--- config.mk ---
export PLATFORM = sky130hd
export DESIGN_NAME = xor_unit_arbiter
export DESIGN_NICKNAME = d
export VERILOG_FILES = /design/src/rtl/xor_unit_arbiter.sv
export SDC_FILE = /design/constraint.sdc
export NUM_CORES = 1
export LEC_CHECK = 0
export CAP_MARGIN = 25
export CORE_ASPECT_RATIO = 1.5
export CORE_MARGIN = 5
export CORE_UTILIZATION = 28
export CTS_CLUSTER_SIZE = 12
export DETAILED_ROUTE_END_ITERATION = 7
export GPL_ROUTABILITY_DRIVEN = 0
export GPL_TIMING_DRIVEN = 0
export PLACE_DENSITY = 0.65
export REMOVE_ABC_BUFFERS = 1
export SLEW_MARGIN = 20
export SYNTH_ARGS = -nofsm -noshare
export SYNTH_HDL_FRONTEND = slang
export SYNTH_SLANG_ARGS = --single-unit
--- constraint.sdc ---
create_clock -name clk -period 2.8 [get_ports clk]
set_input_delay 0.84 -clock clk [delete_from_list [all_inputs] [get_ports clk]]
set_output_delay 0.84 -clock clk [all_outputs]
set_load 0.01 [all_outputs]
--- src/rtl/xor_unit_arbiter.sv ---
// Round-robin scheduler sharing one pipelined XOR unit among NREQ requesters.
// Define XARB_CHECK_EN to add the sticky err output flagging unit latency mismatches.
module xor_unit_arbiter #(
  parameter int W    = 10,
  parameter int NREQ = 4,
  parameter int LAT  = 2
) (
  input  logic              clk,
  input  logic              rst,
  input  logic [NREQ-1:0]   req,
  input  logic [NREQ*W-1:0] a_in,
  input  logic [NREQ*W-1:0] b_in,
  output logic [NREQ-1:0]   gnt,
  output logic [NREQ-1:0]   rsp_valid,
  output logic [W-1:0]      rsp_data,
  input  logic              hold,
  output logic              idle,
  output logic              unit_start,
  output logic [W-1:0]      unit_a,
  output logic [W-1:0]      unit_b,
  input  logic [W-1:0]      unit_y,
  input  logic              unit_valid
`ifdef XARB_CHECK_EN
  ,
  output logic              err
`endif
);

  localparam int IW = (NREQ > 1) ? $clog2(NREQ) : 1;

  typedef enum logic [1:0] {ST_IDLE, ST_RUN, ST_DRAIN} state_t;

  state_t                   state_q, state_d;
  logic [IW-1:0]            rr_q, rr_d;
  logic [NREQ-1:0]          gnt_q, gnt_d;
  logic                     unit_start_q, unit_start_d;
  logic [W-1:0]             unit_a_q, unit_a_d;
  logic [W-1:0]             unit_b_q, unit_b_d;
  logic [IW-1:0]            issue_idx_q, issue_idx_d;
  logic [LAT-1:0]           tag_vld_q;
  logic [LAT-1:0][IW-1:0]   tag_idx_q;

  logic [NREQ-1:0]          eligible;
  logic [IW:0]              cand;
  logic [IW-1:0]            win_idx;
  logic                     found;
  logic                     issue;
  logic                     tag_busy;

  // A requester granted last cycle sits out one edge so it can drop or refresh its operands.
  assign eligible = req & ~gnt_q;

  always_comb begin
    cand    = '0;
    win_idx = '0;
    found   = 1'b0;
    for (int i = 0; i < NREQ; i++) begin
      cand = {1'b0, rr_q} + (IW+1)'(i);
      if (cand >= (IW+1)'(NREQ)) cand = cand - (IW+1)'(NREQ);
      if (!found && eligible[cand[IW-1:0]]) begin
        found   = 1'b1;
        win_idx = cand[IW-1:0];
      end
    end
  end

  // Drain completes once only the retiring output stage may still hold a tag.
  always_comb begin
    tag_busy = 1'b0;
    for (int i = 0; i < LAT - 1; i++) tag_busy = tag_busy | tag_vld_q[i];
  end

  always_comb begin
    state_d = state_q;
    issue   = 1'b0;
    case (state_q)
      ST_IDLE: begin
        if (!hold && found) begin
          state_d = ST_RUN;
          issue   = 1'b1;
        end
      end
      ST_RUN: begin
        if (hold) state_d = ST_DRAIN;
        else      issue   = found;
      end
      ST_DRAIN: begin
        if (!hold)          state_d = ST_RUN;
        else if (!tag_busy) state_d = ST_IDLE;
      end
      default: state_d = ST_IDLE;
    endcase
  end

  always_comb begin
    gnt_d        = '0;
    unit_start_d = 1'b0;
    unit_a_d     = unit_a_q;
    unit_b_d     = unit_b_q;
    rr_d         = rr_q;
    issue_idx_d  = issue_idx_q;
    if (issue) begin
      gnt_d        = {{(NREQ-1){1'b0}}, 1'b1} << win_idx;
      unit_start_d = 1'b1;
      unit_a_d     = a_in[win_idx*W +: W];
      unit_b_d     = b_in[win_idx*W +: W];
      rr_d         = (win_idx == IW'(NREQ - 1)) ? '0 : win_idx + 1'b1;
      issue_idx_d  = win_idx;
    end
  end

  always_ff @(posedge clk) begin
    if (rst) begin
      state_q      <= ST_IDLE;
      rr_q         <= '0;
      gnt_q        <= '0;
      unit_start_q <= 1'b0;
      unit_a_q     <= '0;
      unit_b_q     <= '0;
      issue_idx_q  <= '0;
    end else begin
      state_q      <= state_d;
      rr_q         <= rr_d;
      gnt_q        <= gnt_d;
      unit_start_q <= unit_start_d;
      unit_a_q     <= unit_a_d;
      unit_b_q     <= unit_b_d;
      issue_idx_q  <= issue_idx_d;
    end
  end

  // Stage 0 captures the tag as the unit samples start; the last stage lines up with unit_valid.
  always_ff @(posedge clk) begin
    if (rst) begin
      tag_vld_q <= '0;
      tag_idx_q <= '0;
    end else begin
      tag_vld_q[0] <= unit_start_q;
      tag_idx_q[0] <= issue_idx_q;
      for (int i = 1; i < LAT; i++) begin
        tag_vld_q[i] <= tag_vld_q[i-1];
        tag_idx_q[i] <= tag_idx_q[i-1];
      end
    end
  end

  for (genvar gi = 0; gi < NREQ; gi++) begin : g_rsp
    assign rsp_valid[gi] = unit_valid & tag_vld_q[LAT-1] & (tag_idx_q[LAT-1] == IW'(gi));
  end

  assign rsp_data   = unit_y;
  assign gnt        = gnt_q;
  assign unit_start = unit_start_q;
  assign unit_a     = unit_a_q;
  assign unit_b     = unit_b_q;
  assign idle       = (state_q == ST_IDLE);

`ifdef XARB_CHECK_EN
  logic err_q;

  always_ff @(posedge clk) begin
    if (rst)                                  err_q <= 1'b0;
    else if (unit_valid != tag_vld_q[LAT-1])  err_q <= 1'b1;
  end

  assign err = err_q;
`endif

endmodule

Word level (Yosys, flattened, before mapping) --
Index checks and enable logic that the tools add are counted.
Cells by class: add/sub/neg operators 8, equal/unequal tests 9, shift operators 3, $lt $le $gt $ge 8, $mul 1, muxes and demuxes 30, bitwise operators 8, reduce and logical (&&, ||, !) cells 12
Operator list (count):
- 40-bit by 7-bit variable part select with 10-bit output | 2
- 2-bit two-way mux | 13
- 2-bit by 3-bit less-than comparator with 1-bit output (second input constant) | 4
- 1-bit two-way mux | 11
- 3-bit greater-or-equal comparator (second input constant) | 3
- 1-bit binary-select mux with 2-bit select | 4
- 2-bit equality test (second input constant) | 4
- 2-bit by 1-bit subtractor with 2-bit output (second input constant) | 4
- 2-bit by 2-bit adder with 3-bit output (second input constant) | 2
- 2-bit one-hot mux with 3 select lines | 1
- 1-bit bitwise AND | 5
- 2-bit by 3-bit multiplier with 5-bit output (second input constant) | 1
- 4-bit bitwise AND | 1
- 2-bit by 1-bit equality test with 1-bit output (second input constant) | 2
- 1-bit logical AND | 4
- 1-bit logical NOT | 4
- 2-bit logical NOT | 2
- 4-bit NOT | 1
- 1-bit by 2-bit left shift with 4-bit output (first input constant) | 1
- 2-bit by 1-bit adder with 3-bit output (second input constant) | 1
- 2-bit by 3-bit greater-or-equal comparator with 1-bit output (second input constant) | 1
- 3-bit != test (second input constant) | 1
- 3-bit AND reduction | 1
- 2-bit by 1-bit adder with 2-bit output (second input constant) | 1
- other kinds (5) | 5
Word-level totals: output and inout bits 40, register bits after elaboration 37, bits of input ports 98, logic and storage cells 89

Logic depth before layout (Yosys ltp) --
Gate-level depths: netlist (run 1).
word-level depth 19, gate-level depth with buffers 8, gate-level depth less buffers 7

Worst setup path after synthesis (run 1) --
No wires, ideal clock.
kind input to register, from input port req[2], to register unit_a_q[3], in the netlist unit_a[3], stages 6, arrival time 2.379 ns, data required time 2.683 ns, setup time 0.117 ns, path slack 0.304 ns, buffers on the path 1, path through nor4bb_1 -> a311oi_2 -> o21ai_2 -> buf_6 -> mux4_2 -> a32o_1
On the way: cells in the longest elaborated chain, start to end 16, elaborated cells between the ends (all ways) 29, classes of those cells 1 x mul; 1 x shift; 19 x mux; 1 x bitwise; 7 x reduce/logical
Ends and longest elaborated chain:
- from (decl) | line 10 | input logic [NREQ-1:0] req,
- 4-bit bitwise AND (*) | line 51 | assign eligible = req & ~gnt_q;
- parallel branches: the longest is 15 deep, another holds 1-bit binary-select mux with 2-bit select
- to (signal assigned) | line 126 | unit_a_q <= unit_a_d;
- to (decl) | line 37 | logic [W-1:0] unit_a_q, unit_a_d;
Mark *: on every way between the ends. The select of a mux whose other input is x is not followed. A chain may end at the register's enable or synchronous reset.

Final worst setup path (run 1) --
from input port req[2], to register rr_q[0]
On the way: elaborated cells between the ends (all ways) 30, classes of those cells 1 x add/sub; 1 x eq/ne; 20 x mux; 1 x bitwise; 7 x reduce/logical
RTL lines:
- 4-bit bitwise AND (*) | line 51
- 1-bit binary-select mux with 2-bit select | line 60 | if (!found && eligible[cand[IW-1:0]]) begin
- 1-bit two-way mux (not written as such) | line 60
- 1-bit two-way mux | line 60
- 1-bit logical NOT | line 60
- 1-bit logical AND | line 60
- 1-bit two-way mux | line 60
- 1-bit logical NOT | line 60
- 1-bit logical AND | line 60
- 1-bit two-way mux | line 60
- 1-bit logical NOT | line 60
- 1-bit logical AND | line 60
- 2-bit two-way mux (*) | line 60
- net win_idx[0] | line 45 | logic [IW-1:0] win_idx;
- 2-bit by 1-bit adder with 2-bit output / 2-bit equality test (equally long branches) | line 107 | rr_d = (win_idx == IW'(NREQ - 1)) ? '0 : win_idx + 1'b1;
- 2-bit two-way mux (*) | line 107
- to (signal assigned) | line 123 | rr_q <= rr_d;
- to (decl) | line 34 | logic [IW-1:0] rr_q, rr_d;
The timed path passes the listed nets; every way through them passes the cells marked *. The select of a mux whose other input is x is not followed.

==> results of run 1 <==
[registers in the layout, summed over array words and instances, names as in the netlist]
signal / count
issue_idx_q: 2
unit_start: 1
rr_q: 2
unit_b: 10
state_q: 2
tag_vld_q: 2
unit_a: 10
gnt: 4
tag_idx_q: 4
[cells in the final DEF, fill, tap and decap left out, types with 4 or more instances in the layout]
master and n:
clkdlybuf4s50_1 113, dfxtp_1 37, mux4_2 20, a32o_1 20, nor2b_1 8, nor2_1 6, a21oi_1 5, clkbuf_8 5
nand2_1 4, nor3_1 4, dlygate4sd2_1 4
[through the flow]
stage / utilization [%] / area [um2] / TNS, ns / std cells / power, uW
detailed placement: 46.8 / 3060 / -13.19 / 328 / 1300
finish: 50.2 / 3280 / 0 / 339 / 1880
floorplan: - / 1750 / -4.92 / 134 / 973
global route: 50.2 / 3280 / -0.0238 / 339 / 1970
global placement: 46.1 / 3010 / -30.29 / 327 / 1250
CTS: 49.6 / 3240 / 0 / 338 / 1890
[worst max-delay path by stage]
stage,depth (start not counted),slack (ns),from,end
2_1_floorplan,7,-0.27,req[2],rr_q[0]
3_3_place_gp,8,-1.33,req[2],rr_q[0]
3_5_place_dp,6,-0.58,req[1],rr_q[0]
4_1_cts,6,0.005,req[3],unit_b[8]
5_1_grt,9,-0.02,req[2],rr_q[0]
6_report,9,0.06,req[2],rr_q[0]
[power by group through the flow]
| stage | Combinational, uW | Sequential [uW] | Clock, uW |
|---|---|---|---|
| 2_1_floorplan | 322 | 651 | 0 |
| 3_3_place_gp | 623 | 631 | 0 |
| 3_5_place_dp | 661 | 634 | 0 |
| 4_1_cts | 701 | 623 | 565 |
| 5_1_grt | 754 | 632 | 583 |
| 6_report | 703 | 624 | 551 |
[final cells by class]
| class | count | area, um2 |
|---|---|---|
| Timing Repair Buffer | 120 | 1230 |
| Multi-Input combinational cell | 94 | 1060 |
| Fill cell | 606 | 3250 |
| Clock buffer | 5 | 68.8 |
| Clock inverter | 3 | 65.1 |
| Tap cell | 76 | 95.1 |
| Inverter | 4 | 18.8 |
| Sequential cell | 37 | 741 |
[layer usage]
metal | routed length [um] | up-vias | share of wire (%) | track usage, %
li1 | - | 819 | - | -
met2 | 3290 | 86 | 54 | 26.1
met5 | 0 | - | 0 | 0
met1 | 2080 | 854 | 34 | 12.9
met4 | 76 | 0 | 1.3 | 4.01
met3 | 628 | 7 | 10 | 6.35
[logic make-up (layout without fill, tap and decap cells)]
| group | Yosys count | count (layout) | synth area share, % |
|---|---|---|---|
| simple gates | 38 | 38 | 11.5 |
| flops | 37 | 37 | 39.3 |
| compound gates | 31 | 32 | 14.9 |
| buf+inv | 26 | 132 | 8.16 |
| mux | 23 | 23 | 25.5 |
| fa+ha+maj | 1 | 1 | 0.663 |
[timing repair]
item                                    in CTS  in global routing
buffers inserted                             1                  1
endpoints found under the setup margin      31                 24
cloned                                       1                  0
pin swaps                                    2                  2
hold buffers                                 0                  0
gates resized for setup                     10                  4
[worst register-to-register path, cell delays in order (launching register included)]
cell and delay (ns):
dfxtp_1 0.46, nor4bb_2 0.36, a311oi_2 0.12, o21ai_4 0.14, buf_16 0.20, inv_1 0.09, ha_1 0.20, or3b_1 0.36
a21oi_1 0.14
==> results_dict.tcl, run 1 <==
set metrics [dict create \
    root_buffer "clkbuf_8" \
    pwr-share-seq_pct 33.2 \
    synth_area_per_cell_um2 12.1 \
    die_area_mm2 0.00851 \
    htree_levels 2 \
    crit_slowest_cell "clkdlybuf4s50_1" \
    synth_flop_cell "dfxtp_1" \
    skew_ns 0.00446 \
    grt_pass1_vias 1969 \
    synthToLayoutAreaGrowth_pct 73.9 \
    fmax_ghz 0.366 \
    overflow 0 \
    num_vias 1766 \
    nets 361 \
    intPower_uw 1380 \
    power_density_mw_per_mm2 573 \
    maxCapViolCount 0 \
    synth_edf_count 0 \
    rsz0062_at_grt "yes" \
    chipWidth_um 77.0 \
    async_flop_share_pct 0 \
    hp-class "reg2reg" \
    finalWorstSetupSlack_ns 0.0645 \
    dp_hpwl_um 4490 \
    rows 36 \
    route.detailed.drc 0 \
    max_stage_delay_ns 0.48 \
    worstPathCellList "clkdlybuf4s50_1, nor4bb_2, a311oi_2, o21ai_4, buf_16, inv_1, ha_1, or3b_1, a21oi_1" \
    cellLeakagePower_uw 0.00120 \
    peakVddDrop_mv 0.219 \
    synth_cell_types 31 \
    grt_max_degree 27 \
    synth.top_cell.area_share_pct 39.3 \
    cts_tree "yes" \
    synth_area_mm2 0.00189 \
    hold_viol_final 0 \
    synth-seq-cells 37 \
    start_util_pct 28.9 \
    layout-drive-gt1-share_pct 16.3 \
    holdPathStages 1 \
    netSwitchingFraction_pct 26.4 \
    synth_common_cells "37 x dfxtp_1, 20 x a32o_1, 20 x mux4_2, 10 x buf_4, 10 x nor2b_1" \
    crit_buf_inv 3 \
    reg2reg_to "rr_q[0]" \
    wl_per_cell_um 17.9 \
    grt_usage_pct 13.8 \
    layout_min_cycle_time_ns 2.74 \
    holdPathEnd "tag_idx_q[2]" \
    cts.sinks 37 \
    tightest_slew_ns 0.733 \
    pwr-share-comb_pct 37.5 \
    outcome "completed" \
    numPortBuffers 117 \
    firstDrtPassIters 4 \
    p_clk_share_pct 29.3 \
    end_kind "flop" \
    worstPathArrival_ns 2.95 \
    n_antenna_cell 0 \
    p_sw_uw 496 \
    path_delay_family "buffers and inverters" \
    slew_headroom_pct 51.1 \
    crit_fanout 13 \
    clk_pin_slew_ns 0.08 \
    synth_top_cell_by_area "dfxtp_1" \
    hold_start "tag_idx_q[0]" \
    syn_inst 156 \
    yosysWarnings 0 \
    r2r_start "rr_q[1]" \
    fin_hold_ws_ns 0.453 \
    cts_made_buffers 5 \
    cts_buffer_depth 2 \
    r2r_slack_ns 0.66 \
    core_area_mm2 0.00653 \
    via_per_inst 5.21 \
    r2r_cells 8 \
    setup_viol 0 \
    drtIter0Drc 56 \
    synth.area.top_cells "dfxtp_1 39%, mux4_2 24%, a32o_1 11%" \
    antenna_found_initial 0 \
    worst_setup_path_start_kind "input pin" \
    routed_wirelength_um 6080 \
    critical_path_class "in2reg" \
    yosysMostFrequentCell "dfxtp_1" \
    antenna_left 0 \
    pre_cts_ws_ns -0.581 \
    io_pins 138 \
    slew_viol_final 0 \
    min_period_over_period_pct 97.7 \
    ys_seq_area_share_pct 39.3 \
    dieHeight_um 111 \
    cp.required_ns 3.01 \
    grt_pass1_wl_um 9400 \
    clock_latency_ns 0.29 \
]
No activity file was read; power rests on OpenSTA's default activity.
==> run 2: changes to the inputs <==
--- a/config.mk
+++ b/config.mk
@@ -8,12 +8,12 @@
 export CAP_MARGIN = 25
 export CORE_ASPECT_RATIO = 1.5
 export CORE_MARGIN = 5
-export CORE_UTILIZATION = 28
+export CORE_UTILIZATION = 34
 export CTS_CLUSTER_SIZE = 12
 export DETAILED_ROUTE_END_ITERATION = 7
 export GPL_ROUTABILITY_DRIVEN = 0
 export GPL_TIMING_DRIVEN = 0
-export PLACE_DENSITY = 0.65
+export PLACE_DENSITY = 0.77
 export REMOVE_ABC_BUFFERS = 1
 export SLEW_MARGIN = 20
 export SYNTH_ARGS = -nofsm -noshare
==> run 2 against run 1 <==
Clock power decreased by 33%. Register-to-register slack gained 0.03 ns. Die area is 16% lower. Critical path depth shrank 2. Worst hold slack lost 0.017 ns. Utilization increased by 9.0 points. Count of clock-buffer cells in the layout is 2 higher. Combinational power hardly changed. Final cell count is 1.8% lower. Wire length down 1.8%. Largest cell class unchanged.
==> results_dict.tcl, run 2 (synthesis gave the netlist of run 1 again) <==
set metrics [dict create \
    clock_latency_ns 0.28 \
    wl_per_cell_um 17.9 \
    slew_viol_final 0 \
    via_per_inst 5.32 \
    maxCapViolCount 0 \
    critical_path_class "in2reg" \
    grt_max_degree 27 \
    cellLeakagePower_uw 0.00117 \
    grt_pass1_vias 1950 \
    p_clk_share_pct 21.8 \
    synthToLayoutAreaGrowth_pct 71.1 \
    finalCoreUtilization_pct 59.2 \
    root_buffer "clkbuf_8" \
    start_util_pct 34.6 \
    cts_hold_buf 0 \
    min_period_over_period_pct 96.8 \
    slew_headroom_pct 51.9 \
    antenna_found_initial 0 \
    hp-class "reg2reg" \
    final_cell_mix "113 x clkdlybuf4s50_1, 37 x dfxtp_1, 20 x mux4_2, 20 x a32o_1, 8 x nor2b_1" \
    end_kind "flop" \
    p_sw_uw 476 \
    finalWorstSetupSlack_ns 0.0891 \
    peakVddDrop_mv 0.273 \
    rows 33 \
    fmax_ghz 0.369 \
    clk_pin_slew_ns 0.07 \
    route.detailed.drc 0 \
    grt_pass1_wl_um 8910 \
    cts_made_buffers 5 \
    htree_levels 2 \
    drtIter0Drc 86 \
    numPortBuffers 117 \
    n_antenna_cell 0 \
    core_area_mm2 0.00545 \
    dp_hpwl_um 4480 \
    netSwitchingFraction_pct 28.0 \
    overflow 0 \
    antenna_left 0 \
    firstDrtPassIters 4 \
    outcome "completed" \
    dieHeight_um 101 \
    nets 362 \
    intPower_uw 1220 \
    io_pins 138 \
    worst_setup_path_start_kind "input pin" \
    grt_usage_pct 16.2 \
    cts.sinks 37 \
    pre_cts_ws_ns -0.530 \
    crit_fanout 15 \
    cts_tree "yes" \
    pwr-share-comb_pct 41.4 \
    die_area_mm2 0.00717 \
    rsz0062_at_grt "no" \
    cts_buffer_depth 2 \
    tightest_slew_ns 0.721 \
    num_vias 1770 \
    worstPathArrival_ns 2.89 \
    final_common_cell "clkdlybuf4s50_1" \
    setup_viol 0 \
    chipWidth_um 70.8 \
    skew_ns 0.00255 \
    pwr-share-seq_pct 36.8 \
    layout_min_cycle_time_ns 2.71 \
    layout-drive-gt1-share_pct 16.0 \
    hold_viol_final 0 \
    fillCellCount 490 \
    finalSetupTns_ns 0 \
    routed_wirelength_um 5970 \
    cp.required_ns 2.98 \
    power_density_mw_per_mm2 527 \
]
-- run 2: routing by layer --
metal,global-route usage [%],routed length [um]
met5,0,0
met4,6.95,158
met3,7.15,605
met2,31.4,3230
met1,13.9,1980
-- run 2: layout make-up --
type	count	area (um2)	share of cell area [%]
Multi-Input combinational cell	94	1050	32.6
Clock buffer	7	86.3	2.68
Timing Repair Buffer	120	1230	38.2
Tap cell	70	87.6	2.72
Sequential cell	37	741	23.0
Timing Repair inverter	1	7.51	0.233
Inverter	4	18.8	0.582
-- run 2: stage by stage --
stage                     instances  power [uW]  area (um2)  hold WS [ns]
final                           333        1700        3230         0.436
after global routing            333        1780        3230         0.461
after CTS                       331        1700        3180         0.439
after detailed placement        322        1290        3050         0.422
after global placement          321        1250        3010         0.422
after floorplan                 134         973        1750         0.414
-- run 2: power groups by stage --
stage | combinational [uW] | sequential, uW | clock [uW]
finish | 703 | 626 | 370
global route | 747 | 632 | 405
CTS | 693 | 625 | 382
detailed placement | 655 | 635 | 0
global placement | 619 | 632 | 0
floorplan | 322 | 651 | 0
-- run 2: timing repair --
action | 4_1_cts | 5_1_grt
pin swaps | 2 | 1
gates cloned | 1 | 1
endpoints found under the setup margin | 31 | 24
resized for setup | 10 | 4
setup buffers | 1 | 1
-- run 2: path summary, 6_finish.rpt --
check | start | to | slack [ns] | cells after the start
setup / recovery | req[2] | unit_a[1] | 0.09 | 7
hold / removal | tag_idx_q[1] | tag_idx_q[3] | 0.44 | 1
setup reg to reg | rr_q[1] | unit_a[1] | 0.69 | 6
hold reg to reg | tag_idx_q[1] | tag_idx_q[3] | 0.44 | 1
-- run 2: critical path, cell delays in order --
cell             delay, ns
clkdlybuf4s50_1       0.48
nor4bb_2              0.38
a311oi_2              0.12
o21ai_4               0.14
buf_16                0.19
mux4_2                0.51
a32o_1                0.22
==> run 3: changes to the inputs <==
--- a/config.mk
+++ b/config.mk
@@ -13,8 +13,11 @@
 export DETAILED_ROUTE_END_ITERATION = 7
 export GPL_ROUTABILITY_DRIVEN = 0
 export GPL_TIMING_DRIVEN = 0
+export MAX_ROUTING_LAYER = met4
 export PLACE_DENSITY = 0.77
+export RECOVER_POWER = 50
 export REMOVE_ABC_BUFFERS = 1
+export SETUP_SLACK_MARGIN = 0.1
 export SLEW_MARGIN = 20
 export SYNTH_ARGS = -nofsm -noshare
 export SYNTH_HDL_FRONTEND = slang
==> run 3 against run 2 <==
Sequential share of layout area down 0.43 points. Clock skew is 0.0013 ns higher. Sequential power about the same. Count of clock-buffer cells in the layout unchanged. Via count is 2.0% higher. Maximum frequency grew 2.5%. Utilization rose by 1.1 points. Wire length rose by 1.6%. Critical path type unchanged. Critical endpoint is now unit_b[3]. Largest power group unchanged.
==> results_dict.tcl, run 3 (synthesis gave the netlist of run 1 again) <==
set metrics [dict create \
    nets 365 \
    final_common_cell "clkdlybuf4s50_1" \
    grt_usage_pct 17.0 \
    multi_input_area_mm2 0.00108 \
    worstPathArrival_ns 2.82 \
    overflow 0 \
    register_area_um2 741 \
    synthToLayoutAreaGrowth_pct 74.3 \
    dp_hpwl_um 4480 \
    cts.sinks 37 \
    p_sw_uw 484 \
    worstPathCellList "clkdlybuf4s50_1, nor4b_1, a311oi_2, o21ai_4, buf_16, mux4_2, a32o_1" \
    layout-drive-gt1-share_pct 18.4 \
    crit_fanout 15 \
    root_buffer "clkbuf_8" \
    clock_latency_ns 0.29 \
    crit_buf_inv 2 \
    chipWidth_um 70.8 \
    dp.cells 322 \
    core_area_mm2 0.00545 \
    slew_viol_final 0 \
    cts_made_buffers 5 \
    end_kind "flop" \
    cellLeakagePower_uw 0.00126 \
    routed_wirelength_um 6070 \
    num_vias 1806 \
    n_antenna_cell 0 \
    slew_headroom_pct 52.4 \
    pwr-share-comb_pct 41.8 \
    critical_path_class "in2reg" \
    numPortBuffers 117 \
    cts_hold_buf 0 \
    wl_per_cell_um 18.1 \
    netSwitchingFraction_pct 28.2 \
    hp-class "reg2reg" \
    stdcell_count 336 \
    rsz0062_at_grt "yes" \
    die_area_mm2 0.00717 \
    finalPower_uw 1720 \
    grt_max_degree 27 \
    htree_levels 2 \
    layout_min_cycle_time_ns 2.64 \
    grt_pass1_wl_um 9080 \
    fin_area_mm2 0.00329 \
    p_clk_share_pct 21.7 \
    max_stage_delay_ns 0.52 \
    dpl-instance-area_mm2 0.00305 \
    power_density_mw_per_mm2 522 \
    cts_tree "yes" \
    fmax_ghz 0.378 \
    intPower_uw 1230 \
    skew_ns 0.00380 \
    firstDrtPassIters 4 \
    outcome "completed" \
    maxCapViolCount 0 \
    tightest_slew_ns 0.713 \
    path_delay_family "buffers and inverters" \
    antenna_found_initial 0 \
    route.detailed.drc 0 \
    finalSetupTns_ns 0 \
    hold_viol_final 0 \
    min_period_over_period_pct 94.4 \
    drtIter0Drc 64 \
    clk_pin_slew_ns 0.07 \
    via_per_inst 5.38 \
    antenna_left 0 \
    cts_buffer_depth 2 \
    worst_setup_path_start_kind "input pin" \
    io_pins 138 \
    cp.required_ns 2.98 \
    setup_viol 0 \
    rows 33 \
    pwr-share-seq_pct 36.5 \
    fillCellCount 484 \
    peakVddDrop_mv 0.270 \
    grt_pass1_vias 1973 \
    start_util_pct 34.6 \
    crit_slowest_cell "mux4_2" \
    final_cell_mix "91 x clkdlybuf4s50_1, 37 x dfxtp_1, 22 x dlygate4sd3_1, 20 x mux4_2, 20 x a32o_1" \
    dieHeight_um 101 \
]
==> run 3: repair_timing <==
item	4_1_cts	5_1_grt
resized for setup	13	9
cloned	2	0
pin swaps	2	2
setup buffers	2	3
endpoints found under the setup margin	31	23
==> run 3: cell type report <==
cell class	count	area share (%)
Multi-Input combinational cell	94	32.9
Clock buffer	7	2.63
Timing Repair Buffer	123	38.5
Tap cell	70	2.66
Inverter	4	0.571
Sequential cell	37	22.5
Timing Repair inverter	1	0.228
==> run 3: power groups by stage <==
| stage | logic (uW) | clock network, uW | registers, uW |
|---|---|---|---|
| CTS | 714 | 382 | 626 |
| global route | 763 | 405 | 634 |
| global placement | 619 | 0 | 632 |
| finish | 717 | 371 | 627 |
| floorplan | 322 | 0 | 651 |
| detailed placement | 655 | 0 | 635 |
==> run 3: routing by layer <==
layer	vias to the layer above	track usage, %	share of wire [%]
li1	826	-	-
met1	865	15.4	34
met2	100	31.7	54
met3	15	6.06	9.5
met4	0	6.95	2.7
met5	-	-	0
==> run 3: path summary, 6_finish.rpt <==
kind         slack, ns      endpoint  cells past startpoint    startpoint
min reg2reg       0.44  tag_idx_q[3]                      1  tag_idx_q[1]
min               0.44  tag_idx_q[3]                      1  tag_idx_q[1]
max               0.16     unit_b[3]                      7        req[0]
max reg2reg       0.59     unit_b[3]                      6       rr_q[1]
==> run 3: worst reg2reg max path, stage by stage (launching register included) <==
cell and delay [ns]:
dfxtp_1 0.50, nor4bb_4 0.41, a311oi_2 0.11, o21ai_4 0.14, buf_16 0.20, mux4_2 0.53, a32o_1 0.22
==> run 3: metrics by stage <==
step | setup slack [ns] | hold WS (ns) | utilization (%)
after floorplan | -0.275 | 0.414 | -
after global placement | -1.25 | 0.422 | 55.1
after detailed placement | -0.530 | 0.422 | 55.9
after CTS | 0.109 | 0.439 | 59.2
after global routing | 0.0757 | 0.461 | 60.3
final | 0.156 | 0.436 | 60.3
